[src/rtl/hs_spi_link_decoder_pkg.sv]
// Shared definitions for the high-speed SPI link: header layout, opcodes,
// record kinds and the width helpers used by the bridges and the decoder.
package hs_spi_pkg;

    localparam int OPCODE_W = 2;

    typedef enum logic [OPCODE_W-1:0] {
        OP_NOP   = 2'b00,
        OP_READ  = 2'b01,
        OP_WRITE = 2'b10
    } opcode_t;

    typedef enum logic [1:0] {
        REC_HEADER = 2'd0,
        REC_WDATA  = 2'd1,
        REC_RDATA  = 2'd2
    } rec_kind_t;

    typedef enum logic [1:0] {
        ST_IDLE  = 2'd0,
        ST_WDATA = 2'd1,
        ST_RDATA = 2'd2
    } link_state_t;

    // Header layout for the default 32-bit link with a 256-word burst limit.
    localparam int HDR_DW = 32;
    localparam int HDR_CW = 9;
    localparam int HDR_AW = HDR_DW - OPCODE_W - HDR_CW;

    typedef struct packed {
        opcode_t             opcode;
        logic [HDR_CW-1:0]   count;
        logic [HDR_AW-1:0]   addr;
    } header_t;

    function automatic int opcode_w();
        return OPCODE_W;
    endfunction

    function automatic int align_w(input int dw);
        return $clog2(dw / 8);
    endfunction

    function automatic int count_w(input int max_burst);
        return $clog2(max_burst) + 1;
    endfunction

    function automatic int spi_aw(input int dw, input int max_burst);
        return dw - OPCODE_W - count_w(max_burst);
    endfunction

endpackage

[src/rtl/hs_spi_link_decoder_if.sv]
// Record stream produced by the link decoder: one record per header or data
// word, plus error pulses and a busy flag.
interface hs_spi_link_decoder_if
    import hs_spi_pkg::*;
#(
    parameter int AW        = 10,
    parameter int DW        = 32,
    parameter int MAX_BURST = 256
) ();

    localparam int WAW = AW - align_w(DW);
    localparam int CW  = count_w(MAX_BURST);

    logic            rec_valid;
    logic            rec_ready;
    rec_kind_t       rec_kind;
    logic [DW-1:0]   rec_data;
    logic [WAW-1:0]  rec_addr;
    logic [CW-1:0]   rec_idx;
    logic            err_frame;
    logic            err_header;
    logic            err_overflow;
    logic            busy;

    modport master (
        output rec_valid, rec_kind, rec_data, rec_addr, rec_idx,
        output err_frame, err_header, err_overflow, busy,
        input  rec_ready
    );

    modport slave (
        input  rec_valid, rec_kind, rec_data, rec_addr, rec_idx,
        input  err_frame, err_header, err_overflow, busy,
        output rec_ready
    );

endinterface

[src/rtl/hs_spi_link_decoder_deser.sv]
// Oversampling front end: synchronizes the link pins, detects SCK rising
// edges while CSn is low and assembles MSB-first words of SPI_W-bit beats.
module hs_spi_word_deser #(
    parameter int DW    = 32,
    parameter int SPI_W = 4
) (
    input  logic             clk,
    input  logic             rst_n,
    input  logic             SCK,
    input  logic             CSn,
    input  logic [SPI_W-1:0] MOSI,
    input  logic [SPI_W-1:0] MISO,
    input  logic             lane_sel,
    output logic             word_valid,
    output logic [DW-1:0]    word,
    output logic             frame_err
);

    localparam int NIB = DW / SPI_W;
    localparam int BCW = (NIB > 1) ? $clog2(NIB) : 1;

    logic                  r_sck_s1, r_sck_s2, r_sck_d;
    logic                  r_csn_s1, r_csn_s2, r_csn_d;
    logic [SPI_W-1:0]      r_mosi_s1, r_mosi_s2;
    logic [SPI_W-1:0]      r_miso_s1, r_miso_s2;
    logic [DW-SPI_W-1:0]   r_shift;
    logic [DW-1:0]         r_word;
    logic [BCW-1:0]        r_bit_cnt;
    logic                  r_word_valid;
    logic                  r_frame_err;

    logic                  w_sck_rise;
    logic                  w_csn_rise;
    logic [SPI_W-1:0]      w_lane;
    logic [DW-1:0]         w_shift_next;

    assign w_sck_rise   = r_sck_s2 & ~r_sck_d & ~r_csn_s2;
    assign w_csn_rise   = r_csn_s2 & ~r_csn_d;
    assign w_lane       = lane_sel ? r_miso_s2 : r_mosi_s2;
    assign w_shift_next = {r_shift, w_lane};

    // Data lanes share the SCK synchronizer depth so each beat lines up with its edge.
    always_ff @(posedge clk or negedge rst_n) begin
        if (!rst_n) begin
            r_sck_s1     <= 1'b0;
            r_sck_s2     <= 1'b0;
            r_sck_d      <= 1'b0;
            r_csn_s1     <= 1'b1;
            r_csn_s2     <= 1'b1;
            r_csn_d      <= 1'b1;
            r_mosi_s1    <= '0;
            r_mosi_s2    <= '0;
            r_miso_s1    <= '0;
            r_miso_s2    <= '0;
            r_shift      <= '0;
            r_word       <= '0;
            r_bit_cnt    <= '0;
            r_word_valid <= 1'b0;
            r_frame_err  <= 1'b0;
        end else begin
            r_sck_s1     <= SCK;
            r_sck_s2     <= r_sck_s1;
            r_sck_d      <= r_sck_s2;
            r_csn_s1     <= CSn;
            r_csn_s2     <= r_csn_s1;
            r_csn_d      <= r_csn_s2;
            r_mosi_s1    <= MOSI;
            r_mosi_s2    <= r_mosi_s1;
            r_miso_s1    <= MISO;
            r_miso_s2    <= r_miso_s1;
            r_word_valid <= 1'b0;
            r_frame_err  <= 1'b0;
            if (w_csn_rise) begin
                r_frame_err <= (r_bit_cnt != '0);
                r_bit_cnt   <= '0;
            end else if (w_sck_rise) begin
                r_shift <= w_shift_next[DW-SPI_W-1:0];
                if (r_bit_cnt == BCW'(NIB - 1)) begin
                    r_bit_cnt    <= '0;
                    r_word       <= w_shift_next;
                    r_word_valid <= 1'b1;
                end else begin
                    r_bit_cnt <= r_bit_cnt + BCW'(1);
                end
            end
        end
    end

    assign word_valid = r_word_valid;
    assign word       = r_word;
    assign frame_err  = r_frame_err;

endmodule

[src/rtl/hs_spi_link_decoder.sv]
// Passive bus monitor for the high-speed SPI link: decodes headers, tracks
// burst address/index and publishes one record per word with error pulses.
module hs_spi_link_decoder
    import hs_spi_pkg::*;
#(
    parameter int AW        = 10,
    parameter int DW        = 32,
    parameter int MAX_BURST = 256,
    parameter int SPI_W     = 4
) (
    input  logic                     clk,
    input  logic                     rst_n,
    input  logic                     SCK,
    input  logic                     CSn,
    input  logic [SPI_W-1:0]         MOSI,
    input  logic [SPI_W-1:0]         MISO,
    hs_spi_link_decoder_if.master    rec_if
);

    localparam int OPW   = opcode_w();
    localparam int ALIGN = align_w(DW);
    localparam int WAW   = AW - ALIGN;
    localparam int CW    = count_w(MAX_BURST);
    localparam logic [CW-1:0] MAX_CNT = CW'(MAX_BURST);

    logic            w_word_valid;
    logic [DW-1:0]   w_word;
    logic            w_frame_err;
    logic            w_lane_sel;

    opcode_t         w_hdr_op;
    logic [CW-1:0]   w_hdr_cnt;
    logic [WAW-1:0]  w_hdr_addr;
    logic            w_hdr_ok;

    link_state_t     r_state, w_state_next;
    logic [WAW-1:0]  r_addr, w_addr_next;
    logic [CW-1:0]   r_idx, w_idx_next;
    logic [CW-1:0]   r_count, w_count_next;

    logic            r_rec_valid, w_rec_valid_next;
    rec_kind_t       r_rec_kind, w_rec_kind_next;
    logic [DW-1:0]   r_rec_data, w_rec_data_next;
    logic [WAW-1:0]  r_rec_addr, w_rec_addr_next;
    logic [CW-1:0]   r_rec_idx, w_rec_idx_next;
    logic            r_err_frame, w_err_frame_next;
    logic            r_err_header, w_err_header_next;
    logic            r_err_overflow, w_err_overflow_next;

    logic            w_emit;
    rec_kind_t       w_emit_kind;
    logic [WAW-1:0]  w_emit_addr;
    logic [CW-1:0]   w_emit_idx;
    logic            w_load_ok;

    assign w_lane_sel = (r_state == ST_RDATA);

    hs_spi_word_deser #(
        .DW    (DW),
        .SPI_W (SPI_W)
    ) u_deser (
        .clk        (clk),
        .rst_n      (rst_n),
        .SCK        (SCK),
        .CSn        (CSn),
        .MOSI       (MOSI),
        .MISO       (MISO),
        .lane_sel   (w_lane_sel),
        .word_valid (w_word_valid),
        .word       (w_word),
        .frame_err  (w_frame_err)
    );

    // Only the low word-address bits of the header address field reach the AVMM side.
    assign w_hdr_op   = opcode_t'(w_word[DW-1 -: OPW]);
    assign w_hdr_cnt  = w_word[DW-OPW-1 -: CW];
    assign w_hdr_addr = w_word[WAW-1:0];
    assign w_hdr_ok   = (w_hdr_cnt != '0) && (w_hdr_cnt <= MAX_CNT)
                        && ((w_hdr_op == OP_WRITE) || (w_hdr_op == OP_READ));
    assign w_load_ok  = !r_rec_valid || rec_if.rec_ready;

    always_comb begin
        w_state_next        = r_state;
        w_addr_next         = r_addr;
        w_idx_next          = r_idx;
        w_count_next        = r_count;
        w_rec_valid_next    = r_rec_valid && !rec_if.rec_ready;
        w_rec_kind_next     = r_rec_kind;
        w_rec_data_next     = r_rec_data;
        w_rec_addr_next     = r_rec_addr;
        w_rec_idx_next      = r_rec_idx;
        w_err_frame_next    = 1'b0;
        w_err_header_next   = 1'b0;
        w_err_overflow_next = 1'b0;
        w_emit              = 1'b0;
        w_emit_kind         = REC_HEADER;
        w_emit_addr         = r_addr;
        w_emit_idx          = r_idx;

        if (w_frame_err) begin
            w_err_frame_next = 1'b1;
            w_state_next     = ST_IDLE;
        end else if (w_word_valid) begin
            case (r_state)
                ST_IDLE: begin
                    if (w_hdr_ok) begin
                        w_emit       = 1'b1;
                        w_emit_kind  = REC_HEADER;
                        w_emit_addr  = w_hdr_addr;
                        w_emit_idx   = '0;
                        w_addr_next  = w_hdr_addr;
                        w_idx_next   = '0;
                        w_count_next = w_hdr_cnt;
                        w_state_next = (w_hdr_op == OP_WRITE) ? ST_WDATA : ST_RDATA;
                    end else begin
                        w_err_header_next = 1'b1;
                    end
                end
                ST_WDATA, ST_RDATA: begin
                    w_emit      = 1'b1;
                    w_emit_kind = (r_state == ST_WDATA) ? REC_WDATA : REC_RDATA;
                    w_addr_next = r_addr + WAW'(1);
                    w_idx_next  = r_idx + CW'(1);
                    if ((r_idx + CW'(1)) == r_count) begin
                        w_state_next = ST_IDLE;
                    end
                end
                default: w_state_next = ST_IDLE;
            endcase
        end

        // A full, unaccepted output slot drops the new record; counters still advance.
        if (w_emit) begin
            if (w_load_ok) begin
                w_rec_valid_next = 1'b1;
                w_rec_kind_next  = w_emit_kind;
                w_rec_data_next  = w_word;
                w_rec_addr_next  = w_emit_addr;
                w_rec_idx_next   = w_emit_idx;
            end else begin
                w_err_overflow_next = 1'b1;
            end
        end
    end

    always_ff @(posedge clk or negedge rst_n) begin
        if (!rst_n) begin
            r_state        <= ST_IDLE;
            r_addr         <= '0;
            r_idx          <= '0;
            r_count        <= '0;
            r_rec_valid    <= 1'b0;
            r_rec_kind     <= REC_HEADER;
            r_rec_data     <= '0;
            r_rec_addr     <= '0;
            r_rec_idx      <= '0;
            r_err_frame    <= 1'b0;
            r_err_header   <= 1'b0;
            r_err_overflow <= 1'b0;
        end else begin
            r_state        <= w_state_next;
            r_addr         <= w_addr_next;
            r_idx          <= w_idx_next;
            r_count        <= w_count_next;
            r_rec_valid    <= w_rec_valid_next;
            r_rec_kind     <= w_rec_kind_next;
            r_rec_data     <= w_rec_data_next;
            r_rec_addr     <= w_rec_addr_next;
            r_rec_idx      <= w_rec_idx_next;
            r_err_frame    <= w_err_frame_next;
            r_err_header   <= w_err_header_next;
            r_err_overflow <= w_err_overflow_next;
        end
    end

    assign rec_if.rec_valid    = r_rec_valid;
    assign rec_if.rec_kind     = r_rec_kind;
    assign rec_if.rec_data     = r_rec_data;
    assign rec_if.rec_addr     = r_rec_addr;
    assign rec_if.rec_idx      = r_rec_idx;
    assign rec_if.err_frame    = r_err_frame;
    assign rec_if.err_header   = r_err_header;
    assign rec_if.err_overflow = r_err_overflow;
    assign rec_if.busy         = (r_state != ST_IDLE);

endmodule

[src/flat_wrapper.sv]
// flat-port wrapper written by rule: the top's interface ports become plain ports
module hs_spi_link_decoder_flat import hs_spi_pkg::*;
#(
    parameter int AW        = 10,
    parameter int DW        = 32,
    parameter int MAX_BURST = 256,
    parameter int SPI_W     = 4
)
  (clk, rst_n, SCK, CSn, MOSI, MISO, rec_if_rec_valid, rec_if_rec_kind, rec_if_rec_data, rec_if_rec_addr, rec_if_rec_idx, rec_if_err_frame, rec_if_err_header, rec_if_err_overflow, rec_if_busy, rec_if_rec_ready);
  hs_spi_link_decoder_if #(.AW(AW), .DW(DW), .MAX_BURST(MAX_BURST)) rec_if_i ();
  input  logic clk;
  input  logic rst_n;
  input  logic SCK;
  input  logic CSn;
  input  logic [SPI_W-1:0] MOSI;
  input  logic [SPI_W-1:0] MISO;
  output wire logic [$bits(rec_if_i.rec_valid)-1:0] rec_if_rec_valid;
  output wire logic [$bits(rec_if_i.rec_kind)-1:0] rec_if_rec_kind;
  output wire logic [$bits(rec_if_i.rec_data)-1:0] rec_if_rec_data;
  output wire logic [$bits(rec_if_i.rec_addr)-1:0] rec_if_rec_addr;
  output wire logic [$bits(rec_if_i.rec_idx)-1:0] rec_if_rec_idx;
  output wire logic [$bits(rec_if_i.err_frame)-1:0] rec_if_err_frame;
  output wire logic [$bits(rec_if_i.err_header)-1:0] rec_if_err_header;
  output wire logic [$bits(rec_if_i.err_overflow)-1:0] rec_if_err_overflow;
  output wire logic [$bits(rec_if_i.busy)-1:0] rec_if_busy;
  input wire logic [$bits(rec_if_i.rec_ready)-1:0] rec_if_rec_ready;
  assign rec_if_rec_valid = rec_if_i.rec_valid;
  assign rec_if_rec_kind = rec_if_i.rec_kind;
  assign rec_if_rec_data = rec_if_i.rec_data;
  assign rec_if_rec_addr = rec_if_i.rec_addr;
  assign rec_if_rec_idx = rec_if_i.rec_idx;
  assign rec_if_err_frame = rec_if_i.err_frame;
  assign rec_if_err_header = rec_if_i.err_header;
  assign rec_if_err_overflow = rec_if_i.err_overflow;
  assign rec_if_busy = rec_if_i.busy;
  assign rec_if_i.rec_ready = rec_if_rec_ready;
  hs_spi_link_decoder #(.AW(AW), .DW(DW), .MAX_BURST(MAX_BURST), .SPI_W(SPI_W)) u_core (.clk(clk), .rst_n(rst_n), .SCK(SCK), .CSn(CSn), .MOSI(MOSI), .MISO(MISO), .rec_if(rec_if_i));
endmodule
[config.mk]
export PLATFORM = sky130hd
export DESIGN_NAME = hs_spi_link_decoder_flat
export DESIGN_NICKNAME = d
export VERILOG_FILES = /design/src/rtl/hs_spi_link_decoder_pkg.sv /design/src/rtl/hs_spi_link_decoder_if.sv /design/src/rtl/hs_spi_link_decoder_deser.sv /design/src/rtl/hs_spi_link_decoder.sv /design/src/flat_wrapper.sv
export SDC_FILE = /design/constraint.sdc
export NUM_CORES = 1
export LEC_CHECK = 0
export CORE_MARGIN = 4
export CORE_UTILIZATION = 61
export DETAILED_ROUTE_END_ITERATION = 10
export GPL_TIMING_DRIVEN = 0
export HOLD_SLACK_MARGIN = 0.03
export PLACE_DENSITY = 0.81
export SLEW_MARGIN = 20
export SYNTH_ARGS = -nofsm -noshare
export SYNTH_HDL_FRONTEND = slang
export SYNTH_HIERARCHICAL = 1
export SYNTH_SLANG_ARGS = --single-unit
[constraint.sdc]
create_clock -name clk -period 4.4 [get_ports clk]
set_input_delay 0.66 -clock clk [delete_from_list [all_inputs] [get_ports clk]]
set_output_delay 0.66 -clock clk [all_outputs]
set_load 0.05 [all_outputs]
==> reports/qor.yml <==
status: "finished clean"
syn_area_um2: 7310
cp_top_family: "buffers and inverters"
antenna_found_initial: 0
async_flop_share_pct: 100
clock_skew_ns: 0.0100
setup_violations: 0
cts-resized-gates: 0
yosys.area_share.simple_pct: 8.96
finalNetCount: 665
fin_area_um2: 8730
synth_nets: 577
dp_cells: 765
vias: 4562
grt_overflow: 0
cp_slowest_cell: "clkdlybuf4s50_1"
syn_to_final_growth_pct: 19.4
cp_max_fo: 4
r2r_setup_slack_ns: 1.62
worstPathRequired_ns: 3.74
initial_utilization_pct: 63.2
dieWidth_um: 117
grt_pass1_wl_um: 25000
gr-usage-all-layers_pct: 22.6
setup_tns_ns: 0
cts_made_buffers: 17
cts.sinks: 170
grtUsageMet1_pct: 28.2
path_cells: "inv_1 -> ha_1 -> inv_1 -> clkdlybuf4s50_1"
p_leak_nw: 4.13
hp-class: "in -> async"
cts.reportedPaths.clkPinSlew_ns: 0.06
ys.flop_type: "dfrtp_1"
critPathLaunchType: "flip-flop"
synth_edf_count: 0
holdBufCountCts: 0
synth-compound-area-share_pct: 6.75
crit_path_end_kind: "primary output"
r2r-end: "u_core/rec_if.rec_data[31]"
period_needed_ns: 2.79
criticalPathCategory: "reg -> out"
clock_latency_ns: 0.42
dr.pass1.iters: 7
power.total_mw: 3.30
synthXorXnorAreaFrac_pct: 1.32
postRouteAntennaNets: 0
dieArea_um2: 13800
synthMuxAreaShare_pct: 18.8
drtIter0Drc: 442
port-buffer-count: 68
r2r_start: "u_core/u_deser/word[22]"
yosysSeqAreaShare_pct: 58.3
syn_inst: 553
wl_per_cell_um: 18.3
critical_path.endpoint: "rec_if_busy"
worst_ep_arrival_time_ns: 2.13
clk_path_buf_depth: 2
hold_viol: 0
use_met3_pct: 5.77
worstSetupPathDepth: 4
dp_hpwl_um: 10000
slew_headroom_pct: 44.8
vdd_ir_drop_max_mv: 0.403
cts_max_level: 4
synthAdderAreaFrac_pct: 1.88
reg2regPathDepth: 8
routed_wl_um: 14600
first_global_vias: 4926
final_cell_mix: "dfrtp_1, clkdlybuf4s50_1, mux2_4"
fin_crit_sh_pct: 63.5
slowest_delay_ns: 0.84
cp_common_cell: "inv_1"
power_density_nw_per_um2: 378
ys_warn_count: 6
synth_top_family_by_area: "multiplexers"
grt_max_degree: 88
gp_congestion: 0.887
synth_cell_types: 59
met2_usage_pct: 38.5
rows: 39
syn_area_per_cell_um2: 13.2
slew_viol_final: 0
cts_tree: "built"
fmax_mhz: 358
drt-vias-per-instance: 5.72
layout-drive-gt1-share_pct: 23.7
die_h_um: 117
cts_setup_buffers: 0
grt_busiest_layer: "met2"
layout_commonest_cell: "dfrtp_1"
antennaDiodeCount: 0
place_area_um2: 8200
synth-seq-cells: 170
tightest_slew_ns: 0.821
worst-path-buf-inv: 3
drc: 0
maxCapViolCount: 0
clock-root-buffer: "clkbuf_16"
rsz0062_at_grt: "no"
coreArea_um2: 11600
critPathLaunch: "u_core/r_state[0]"
fin_cells: 797
io_pins: 69
==> layer usage <==
layer	wire (um)	share of wire [%]	vias to the layer above
li1	-	-	2106
met1	6200	43	2273
met2	7400	51	151
met3	697	4.8	32
met4	272	1.9	0
met5	0	0	-
==> sequential cells by signal, summed over array words and instances, names as in the netlist, 2 cells and up <==
signal                    count
u_core/r_addr                 8
u_core/r_count                9
u_core/r_idx                  9
u_core/r_state                2
u_core/rec_if.rec_addr        8
u_core/rec_if.rec_data       32
u_core/rec_if.rec_idx         9
u_core/rec_if.rec_kind        2
u_core/u_deser/r_bit_cnt      3
u_core/u_deser/r_miso_s1      4
u_core/u_deser/r_miso_s2      4
u_core/u_deser/r_mosi_s1      4
u_core/u_deser/r_mosi_s2      4
u_core/u_deser/r_shift       28
u_core/u_deser/word          32
==> through the flow <==
stage | hold slack [ns] | util (%) | setup slack [ns]
after floorplan | 0.331 | - | 1.97
after global placement | 0.333 | 70.6 | -3.79
after detailed placement | 0.336 | 70.9 | 1.61
after CTS | 0.242 | 75.5 | 1.59
after global routing | 0.265 | 75.5 | 1.49
final | 0.204 | 75.5 | 1.61
==> kinds of logic (layout without fill, tap and decap cells) <==
logic type	count (synthesis)	after routing
flip-flops	170	170
AO/OA/AOI/OAI	77	77
XOR/XNOR	11	11
AND/OR/NAND/NOR	125	125
multiplexers	106	106
buffers and inverters	53	154
adder cells (fa/ha/maj)	11	11
==> cell type report <==
cell class	count	area (um^2)
Sequential cell	170	4260
Fill cell	726	2840
Multi-Input combinational cell	330	2750
Timing Repair Buffer	69	713
Clock buffer	23	458
Buffer	29	205
Tap cell	143	179
Inverter	24	90.1
Clock inverter	9	70.1
==> how the worst min path moves through the flow <==
stage                                           start  depth (start not counted)                          end  slack (ns)
final                                           rst_n                          1    u_core/rec_if.rec_data[6]        0.20
after global routing                            rst_n                          1    u_core/rec_if.rec_data[6]        0.26
after CTS                                       rst_n                          1             u_core/r_addr[5]        0.24
after detailed placement  u_core/u_deser/r_mosi_s1[0]                          0  u_core/u_deser/r_mosi_s2[0]        0.34
after global placement        u_core/u_deser/r_sck_s1                          0      u_core/u_deser/r_sck_s2        0.33
after floorplan           u_core/u_deser/r_miso_s1[0]                          0  u_core/u_deser/r_miso_s2[0]        0.33
==> power by group <==
part           total [mW]  switching (mW)  internal [mW]
sequential           1.79           0.101           1.69
combinational       0.175          0.0744          0.101
clock                1.33           0.593          0.741
==> cells in the mapped netlist (all sizes together) (3+ instances only) <==
| cell type | n | share of area, % |
|---|---|---|
| dfrtp | 167 | 57 |
| xnor2 | 8 | 0.96 |
| mux2 | 98 | 18 |
| and3 | 9 | 0.77 |
| o21ai | 38 | 2.7 |
| nand2 | 49 | 2.5 |
| dfstp | 3 | 1.1 |
| and2 | 4 | 0.34 |
| xor2 | 3 | 0.36 |
| nor2b | 5 | 0.43 |
| a31oi | 4 | 0.34 |
| nor3 | 3 | 0.21 |
| buf | 18 | 2.2 |
| clkbuf | 11 | 0.57 |
| nor2 | 17 | 0.87 |
| ha | 11 | 1.9 |
| nand2b | 4 | 0.45 |
| o31ai | 4 | 0.41 |
| a21oi | 12 | 0.82 |
| o221a | 3 | 0.46 |
| nand4 | 11 | 0.94 |
| mux2i | 8 | 1.1 |
| o22ai | 3 | 0.26 |
| nand3 | 11 | 0.75 |
| inv | 24 | 1.2 |
Power figures use the tool's default switching activity.
